[config.mk]
export PLATFORM = sky130hd
export DESIGN_NAME = guess_entry_flat
export DESIGN_NICKNAME = d
export VERILOG_FILES = /design/src/rtl/guess_entry_if.sv /design/src/rtl/guess_entry.sv /design/src/flat_wrapper.sv
export SDC_FILE = /design/constraint.sdc
export NUM_CORES = 1
export LEC_CHECK = 0
export BUFFER_PORTS_ARGS = -buffer_cell sky130_fd_sc_hd__buf_2
export CAP_MARGIN = 20
export CORE_ASPECT_RATIO = 1.75
export CORE_UTILIZATION = 30
export CTS_CLUSTER_DIAMETER = 40
export DETAILED_ROUTE_END_ITERATION = 8
export GPL_TIMING_DRIVEN = 0
export HOLD_SLACK_MARGIN = 0.02
export PLACE_DENSITY = 0.51
export SLEW_MARGIN = 20
export SYNTH_ARGS = -nofsm -noshare
export SYNTH_HDL_FRONTEND = slang
export SYNTH_SLANG_ARGS = --single-unit
[constraint.sdc]
create_clock -name clk -period 2.55 [get_ports clk]
set_input_delay 0.1275 -clock clk [delete_from_list [all_inputs] [get_ports clk]]
set_output_delay 0.1275 -clock clk [all_outputs]
set_load 0.1 [all_outputs]
[src/rtl/guess_entry_if.sv]
// guess_entry_if: button/scorer inputs and edit/history/status outputs of the guess entry block
interface guess_entry_if;
   logic       btn_inc, btn_sel, btn_submit, game_over;
   logic [1:0] ssd0, ssd1, ssd2, ssd3;
   logic [2:0] edit0, edit1, edit2, edit3;
   logic [1:0] cursor;
   logic [2:0] history0, history1, history2, history3;
   logic       last_turn, guess_strobe;
   logic [3:0] turn;
   logic       won, done;
   modport master (
      output btn_inc, btn_sel, btn_submit, game_over, ssd0, ssd1, ssd2, ssd3,
      input  edit0, edit1, edit2, edit3, cursor, history0, history1, history2, history3,
      input  last_turn, guess_strobe, turn, won, done
   );
   modport slave (
      input  btn_inc, btn_sel, btn_submit, game_over, ssd0, ssd1, ssd2, ssd3,
      output edit0, edit1, edit2, edit3, cursor, history0, history1, history2, history3,
      output last_turn, guess_strobe, turn, won, done
   );
endinterface

[src/rtl/guess_entry.sv]
// guess_entry: builds a 4-digit guess from button pulses, commits it to history,
// waits FB_WAIT cycles and samples the scorer pegs to detect a win or game end.
module guess_entry #(
   parameter int MAX_TURNS  = 8,
   parameter int NUM_COLORS = 6,
   parameter int FB_WAIT    = 2
) (
   input logic         clk,
   input logic         rst_n,
   guess_entry_if.slave bus
);
   localparam int CW = FB_WAIT > 1 ? $clog2(FB_WAIT) : 1;
   typedef enum logic [1:0] {EDIT, WAIT_FB, DONE} state_t;
   state_t            state_q, state_d;
   logic [3:0][2:0]   edit_q, edit_d, hist_q, hist_d;
   logic [1:0]        cursor_q, cursor_d;
   logic [3:0]        turn_q, turn_d;
   logic [CW-1:0]     cnt_q, cnt_d;
   logic              last_q, last_d, strobe_q, strobe_d, won_q, won_d, done_q, done_d;
   logic              all_direct;
   assign all_direct = bus.ssd0 == 2'd2 && bus.ssd1 == 2'd2 && bus.ssd2 == 2'd2 && bus.ssd3 == 2'd2;
   always_ff @(posedge clk or negedge rst_n) begin
      if (!rst_n) begin
         state_q  <= EDIT;
         edit_q   <= '0;
         hist_q   <= '0;
         cursor_q <= '0;
         turn_q   <= '0;
         cnt_q    <= '0;
         last_q   <= 1'b0;
         strobe_q <= 1'b0;
         won_q    <= 1'b0;
         done_q   <= 1'b0;
      end else begin
         state_q  <= state_d;
         edit_q   <= edit_d;
         hist_q   <= hist_d;
         cursor_q <= cursor_d;
         turn_q   <= turn_d;
         cnt_q    <= cnt_d;
         last_q   <= last_d;
         strobe_q <= strobe_d;
         won_q    <= won_d;
         done_q   <= done_d;
      end
   end
   always_comb begin
      state_d  = state_q;
      edit_d   = edit_q;
      hist_d   = hist_q;
      cursor_d = cursor_q;
      turn_d   = turn_q;
      cnt_d    = cnt_q;
      last_d   = last_q;
      strobe_d = 1'b0;
      won_d    = won_q;
      done_d   = done_q;
      case (state_q)
         EDIT: begin
            // submit wins; inc/sel in the same cycle are dropped so the pre-edge guess commits
            if (bus.btn_submit) begin
               hist_d   = edit_q;
               turn_d   = turn_q + 4'd1;
               last_d   = (turn_q + 4'd1) == 4'(MAX_TURNS);
               strobe_d = 1'b1;
               cnt_d    = '0;
               state_d  = WAIT_FB;
            end else begin
               if (bus.btn_inc)
                  edit_d[cursor_q] = edit_q[cursor_q] == 3'(NUM_COLORS - 1) ? 3'd0 : edit_q[cursor_q] + 3'd1;
               if (bus.btn_sel)
                  cursor_d = cursor_q + 2'd1;
            end
         end
         WAIT_FB: begin
            cnt_d = cnt_q + CW'(1);
            if (cnt_q == CW'(FB_WAIT - 1)) begin
               won_d   = all_direct;
               done_d  = all_direct || last_q;
               state_d = (all_direct || last_q) ? DONE : EDIT;
            end
         end
         DONE:    state_d = DONE;
         default: state_d = EDIT;
      endcase
      if (bus.game_over) begin
         state_d = DONE;
         done_d  = 1'b1;
      end
   end
   assign bus.edit0        = edit_q[0];
   assign bus.edit1        = edit_q[1];
   assign bus.edit2        = edit_q[2];
   assign bus.edit3        = edit_q[3];
   assign bus.cursor       = cursor_q;
   assign bus.history0     = hist_q[0];
   assign bus.history1     = hist_q[1];
   assign bus.history2     = hist_q[2];
   assign bus.history3     = hist_q[3];
   assign bus.last_turn    = last_q;
   assign bus.guess_strobe = strobe_q;
   assign bus.turn         = turn_q;
   assign bus.won          = won_q;
   assign bus.done         = done_q;
endmodule

[src/flat_wrapper.sv]
// flat-port wrapper written by rule: the top's interface ports become plain ports
module guess_entry_flat 
#(
   parameter int MAX_TURNS  = 8,
   parameter int NUM_COLORS = 6,
   parameter int FB_WAIT    = 2
)
  (clk, rst_n, bus_btn_inc, bus_btn_sel, bus_btn_submit, bus_game_over, bus_ssd0, bus_ssd1, bus_ssd2, bus_ssd3, bus_edit0, bus_edit1, bus_edit2, bus_edit3, bus_cursor, bus_history0, bus_history1, bus_history2, bus_history3, bus_last_turn, bus_guess_strobe, bus_turn, bus_won, bus_done);
  guess_entry_if bus_i ();
  input logic clk;
  input logic rst_n;
  input wire logic [$bits(bus_i.btn_inc)-1:0] bus_btn_inc;
  input wire logic [$bits(bus_i.btn_sel)-1:0] bus_btn_sel;
  input wire logic [$bits(bus_i.btn_submit)-1:0] bus_btn_submit;
  input wire logic [$bits(bus_i.game_over)-1:0] bus_game_over;
  input wire logic [$bits(bus_i.ssd0)-1:0] bus_ssd0;
  input wire logic [$bits(bus_i.ssd1)-1:0] bus_ssd1;
  input wire logic [$bits(bus_i.ssd2)-1:0] bus_ssd2;
  input wire logic [$bits(bus_i.ssd3)-1:0] bus_ssd3;
  output wire logic [$bits(bus_i.edit0)-1:0] bus_edit0;
  output wire logic [$bits(bus_i.edit1)-1:0] bus_edit1;
  output wire logic [$bits(bus_i.edit2)-1:0] bus_edit2;
  output wire logic [$bits(bus_i.edit3)-1:0] bus_edit3;
  output wire logic [$bits(bus_i.cursor)-1:0] bus_cursor;
  output wire logic [$bits(bus_i.history0)-1:0] bus_history0;
  output wire logic [$bits(bus_i.history1)-1:0] bus_history1;
  output wire logic [$bits(bus_i.history2)-1:0] bus_history2;
  output wire logic [$bits(bus_i.history3)-1:0] bus_history3;
  output wire logic [$bits(bus_i.last_turn)-1:0] bus_last_turn;
  output wire logic [$bits(bus_i.guess_strobe)-1:0] bus_guess_strobe;
  output wire logic [$bits(bus_i.turn)-1:0] bus_turn;
  output wire logic [$bits(bus_i.won)-1:0] bus_won;
  output wire logic [$bits(bus_i.done)-1:0] bus_done;
  assign bus_i.btn_inc = bus_btn_inc;
  assign bus_i.btn_sel = bus_btn_sel;
  assign bus_i.btn_submit = bus_btn_submit;
  assign bus_i.game_over = bus_game_over;
  assign bus_i.ssd0 = bus_ssd0;
  assign bus_i.ssd1 = bus_ssd1;
  assign bus_i.ssd2 = bus_ssd2;
  assign bus_i.ssd3 = bus_ssd3;
  assign bus_edit0 = bus_i.edit0;
  assign bus_edit1 = bus_i.edit1;
  assign bus_edit2 = bus_i.edit2;
  assign bus_edit3 = bus_i.edit3;
  assign bus_cursor = bus_i.cursor;
  assign bus_history0 = bus_i.history0;
  assign bus_history1 = bus_i.history1;
  assign bus_history2 = bus_i.history2;
  assign bus_history3 = bus_i.history3;
  assign bus_last_turn = bus_i.last_turn;
  assign bus_guess_strobe = bus_i.guess_strobe;
  assign bus_turn = bus_i.turn;
  assign bus_won = bus_i.won;
  assign bus_done = bus_i.done;
  guess_entry #(.MAX_TURNS(MAX_TURNS), .NUM_COLORS(NUM_COLORS), .FB_WAIT(FB_WAIT)) u_core (.clk(clk), .rst_n(rst_n), .bus(bus_i));
endmodule
==> impl_metrics.env <==
export IMPL_synth_cell_type_count=29
export IMPL_chipWidth_um=57.8
export IMPL_synth_to_layout_area_growth_pct=25.4
export IMPL_syn_cell_area_mm2=0.00163
export IMPL_io_buffer_count=47
export IMPL_failed_checks="DRC"
export IMPL_grt_pass1_vias=1209
export IMPL_global_route_usage_total_pct=13.4
export IMPL_timing_critical_path_required_ps=2750
export IMPL_fin_cells=238
export IMPL_p_seq_share_pct=43.1
export IMPL_synth_compound_area_share_pct=12.9
export IMPL_routedWlPerCell_um=15.4
export IMPL_top_level_ports=48
export IMPL_timing_final_setup_violations=0
export IMPL_critPathKind="flop to flop"
export IMPL_clock_insertion_delay_worst_skew_ps=290
export IMPL_place_gp_congestion=0.745
export IMPL_worstPathMaxFanout=7
export IMPL_antennaDiodeCount=0
export IMPL_setup_repair_after_global_routing_missed_its_margin="false"
export IMPL_ys_async_sr_fraction_pct=100
export IMPL_worst_clock_skew_ps=2.58
export IMPL_p_clk_share_pct=29.0
export IMPL_max_clock_path_buffers=2
export IMPL_drive_above_1_share_pct=39.9
export IMPL_ant_nets=0
export IMPL_timing_max_cap_violations=0
export IMPL_tritoncts_num_sinks=37
export IMPL_top_count_cell_post_synth="sky130_fd_sc_hd__dfrtp_1"
export IMPL_synthesized_area_per_cell_um2=12.9
export IMPL_yosys_top_cell_by_area="sky130_fd_sc_hd__dfrtp_1"
export IMPL_synth_top_cells_by_count="sky130_fd_sc_hd__dfrtp_1 (37), sky130_fd_sc_hd__a21oi_1 (14), sky130_fd_sc_hd__mux2_2 (13)"
export IMPL_fraction_of_power_consumed_by_combinational_cells_pct=27.9
export IMPL_synth_main_ff_cell="sky130_fd_sc_hd__dfrtp_1"
export IMPL_synth_net_count=146
export IMPL_min_path_type="primary input to flop"
export IMPL_switching_share_pct=38.5
export IMPL_yosys_warnings=0
export IMPL_dominant_combinational_cell_family_by_area_after_synthesis="multiplexers"
export IMPL_yosys_register_bits=37
export IMPL_synth_edff_count=0
export IMPL_cell_count_after_placement=229
export IMPL_cts_buffers_inserted=5
export IMPL_synth_adder_area_share_pct=3.83
export IMPL_switching_power_uw=600
export IMPL_grt_pass1_wl_um=5800
export IMPL_tritoncts="done"
export IMPL_number_of_instances_in_the_synthesized_netlist=127
export IMPL_drt_pre_antenna_iters=8
export IMPL_core_mm2=0.00526
export IMPL_yosys_area_share_xor_xnor_pct=2.68
export IMPL_die_height_um=99.6
export IMPL_final_net_count=201
export IMPL_cp_arrival_ps=2120
export IMPL_cts_h_tree_depth=2
export IMPL_maxSlewHeadroom_pct=45.4
export IMPL_drc_violation_count_after_routing=4
export IMPL_worst_setup_path_start_kind="flop"
export IMPL_yosysTopAreaCellShare_pct=56.7
export IMPL_fin_crit_ps=1920
export IMPL_setup_total_negative_slack_ps=0
export IMPL_slew_violations=0
export IMPL_setup_worst_path_end_class="flop"
export IMPL_detailedPlacementHpwl_um=2650
export IMPL_total_power_consumption_mw=1.56
export IMPL_cts_root_buffer="sky130_fd_sc_hd__clkbuf_8"
export IMPL_final_hold_violations=0
export IMPL_period_share_pct=75.4
export IMPL_synth_top_cells_by_area="sky130_fd_sc_hd__dfrtp_1 (57%), sky130_fd_sc_hd__mux2_2 (9.0%), sky130_fd_sc_hd__a21oi_1 (4.3%)"
export IMPL_drt_wirelength_um=3660
export IMPL_p_int_uw=956
export IMPL_via_count=1234
export IMPL_grt_start_max_net_pins=38
export IMPL_simple_gate_area_share_of_the_yosys_netlist_pct=8.35
export IMPL_max_vdd_ir_drop_v=0.000236
export IMPL_powerDensity_mw_per_mm2=759
export IMPL_cts_reportedPaths_clkPinSlew_ps=70
export IMPL_drt_initial_drc_count=39
export IMPL_max_clock_freq_mhz=520
export IMPL_worst_slew_pin_slew_ps=819
export IMPL_synthMuxAreaShare_pct=13.3
export IMPL_leakage_nw=1.04
export IMPL_ys_seq_area_share_pct=56.7
export IMPL_die_area_mm2=0.00576
export IMPL_floorplan_initialDensity_pct=31.1
export IMPL_gr_total_overflow=0
export IMPL_antenna_found_initial=0
export IMPL_std_cell_rows=35
export IMPL_run_status="finished, violations left"
export IMPL_vias_per_std_cell=5.18
-- cell usage in the layout (no fill, tap or decap), types with 2 or more instances in the layout --
cell type,Yosys,layout
sky130_fd_sc_hd__xor2_1,2,2
sky130_fd_sc_hd__buf_2,2,49
sky130_fd_sc_hd__inv_1,5,5
sky130_fd_sc_hd__ha_1,5,5
sky130_fd_sc_hd__clkbuf_8,0,7
sky130_fd_sc_hd__nand3b_1,2,2
sky130_fd_sc_hd__a41oi_1,8,8
sky130_fd_sc_hd__dfrtp_1,37,37
sky130_fd_sc_hd__a21oi_1,14,14
sky130_fd_sc_hd__nand2b_1,2,2
sky130_fd_sc_hd__nand2_1,7,7
sky130_fd_sc_hd__a31oi_1,4,4
sky130_fd_sc_hd__o21ai_0,5,5
sky130_fd_sc_hd__mux4_2,2,2
sky130_fd_sc_hd__xnor2_1,3,3
sky130_fd_sc_hd__mux2_2,13,13
sky130_fd_sc_hd__nor4bb_1,2,2
sky130_fd_sc_hd__clkbuf_1,2,2
-- state kept, by name, indices dropped and copies added (netlist names), 2 cells and up --
register,flops
u_core.bus.cursor,2
u_core.bus.edit0,3
u_core.bus.edit1,3
u_core.bus.edit2,3
u_core.bus.edit3,3
u_core.bus.history0,3
u_core.bus.history1,3
u_core.bus.history2,3
u_core.bus.history3,3
u_core.bus.turn,4
u_core.state_q,2
-- power groups by stage --
stage | logic, mW | registers (mW) | clock network (mW)
final | 0.435 | 0.670 | 0.451
after global routing | 0.457 | 0.680 | 0.488
after CTS | 0.438 | 0.671 | 0.466
after detailed placement | 0.435 | 0.683 | 0
after global placement | 0.432 | 0.681 | 0
after floorplan | 0.0995 | 0.922 | 0
-- cells by family (layout without fill, tap and decap cells) --
group                    count (synthesis)  count (layout)
XOR/XNOR                                 5               5
buffers and inverters                    9              65
AO/OA/AOI/OAI                           34              34
multiplexers                            16              16
flip-flops                              37              37
AND/OR/NAND/NOR                         21              21
adder cells (fa/ha/maj)                  5               5
-- per-stage QoR --
| step | worst slack, ps | util, % | cell area (um2) | hold slack (ps) |
|---|---|---|---|---|
| 4_1_cts | 614 | 39.0 | 2050 | 22.5 |
| 6_report | 628 | 39.0 | 2050 | 34.2 |
| 5_1_grt | 510 | 39.0 | 2050 | 39.5 |
| 2_1_floorplan | 166 | - | 1630 | -168 |
| 3_3_place_gp | 626 | 36.9 | 1940 | 262 |
| 3_5_place_dp | 629 | 36.9 | 1940 | 275 |
-- worst max-delay path, stage by stage, from the launching register on --
cell and delay [ps]:
sky130_fd_sc_hd__dfrtp_1 540, sky130_fd_sc_hd__mux4_1 640, sky130_fd_sc_hd__or3b_1 430, sky130_fd_sc_hd__a41oi_1 220
-- path summary, 6_finish.rpt --
| kind | start | to | slack [ps] | cells after the start |
|---|---|---|---|---|
| max | u_core.bus.cursor[0] | u_core.bus.edit0[1] | 630 | 3 |
| min | bus_game_over | u_core.state_q[0] | 30 | 2 |
| min in group asynchronous | rst_n | u_core.cnt_q | 470 | 2 |
| max reg2reg | u_core.bus.cursor[0] | u_core.bus.edit0[1] | 630 | 3 |
| min reg2reg | u_core.bus.won | u_core.bus.won | 490 | 2 |
| max in group asynchronous | rst_n | u_core.bus.edit0[2] | 1560 | 2 |
-- layout make-up --
class | instances | area [um2]
Clock inverter | 1 | 5.00
Tap cell | 55 | 68.8
Clock buffer | 7 | 96.3
Timing Repair Buffer | 48 | 245
Sequential cell | 37 | 926
Buffer | 4 | 17.5
Multi-Input combinational cell | 81 | 672
Fill cell | 525 | 3210
Inverter | 5 | 18.8
-- what timing repair did --
action | 4_1_cts | 5_1_grt
hold endpoints to repair | 37 | 0
hold buffers | 1 | 0
buffers inserted | 0 | 0
resized for setup | 0 | 0
-- layer usage --
metal	GRT usage [%]	vias up	wire, um
li1	-	585	-
met1	16.0	607	1560
met2	22.6	36	1870
met3	2.47	6	156
met4	7.14	0	63
met5	0	-	0
(Power assumes the default switching activity.)
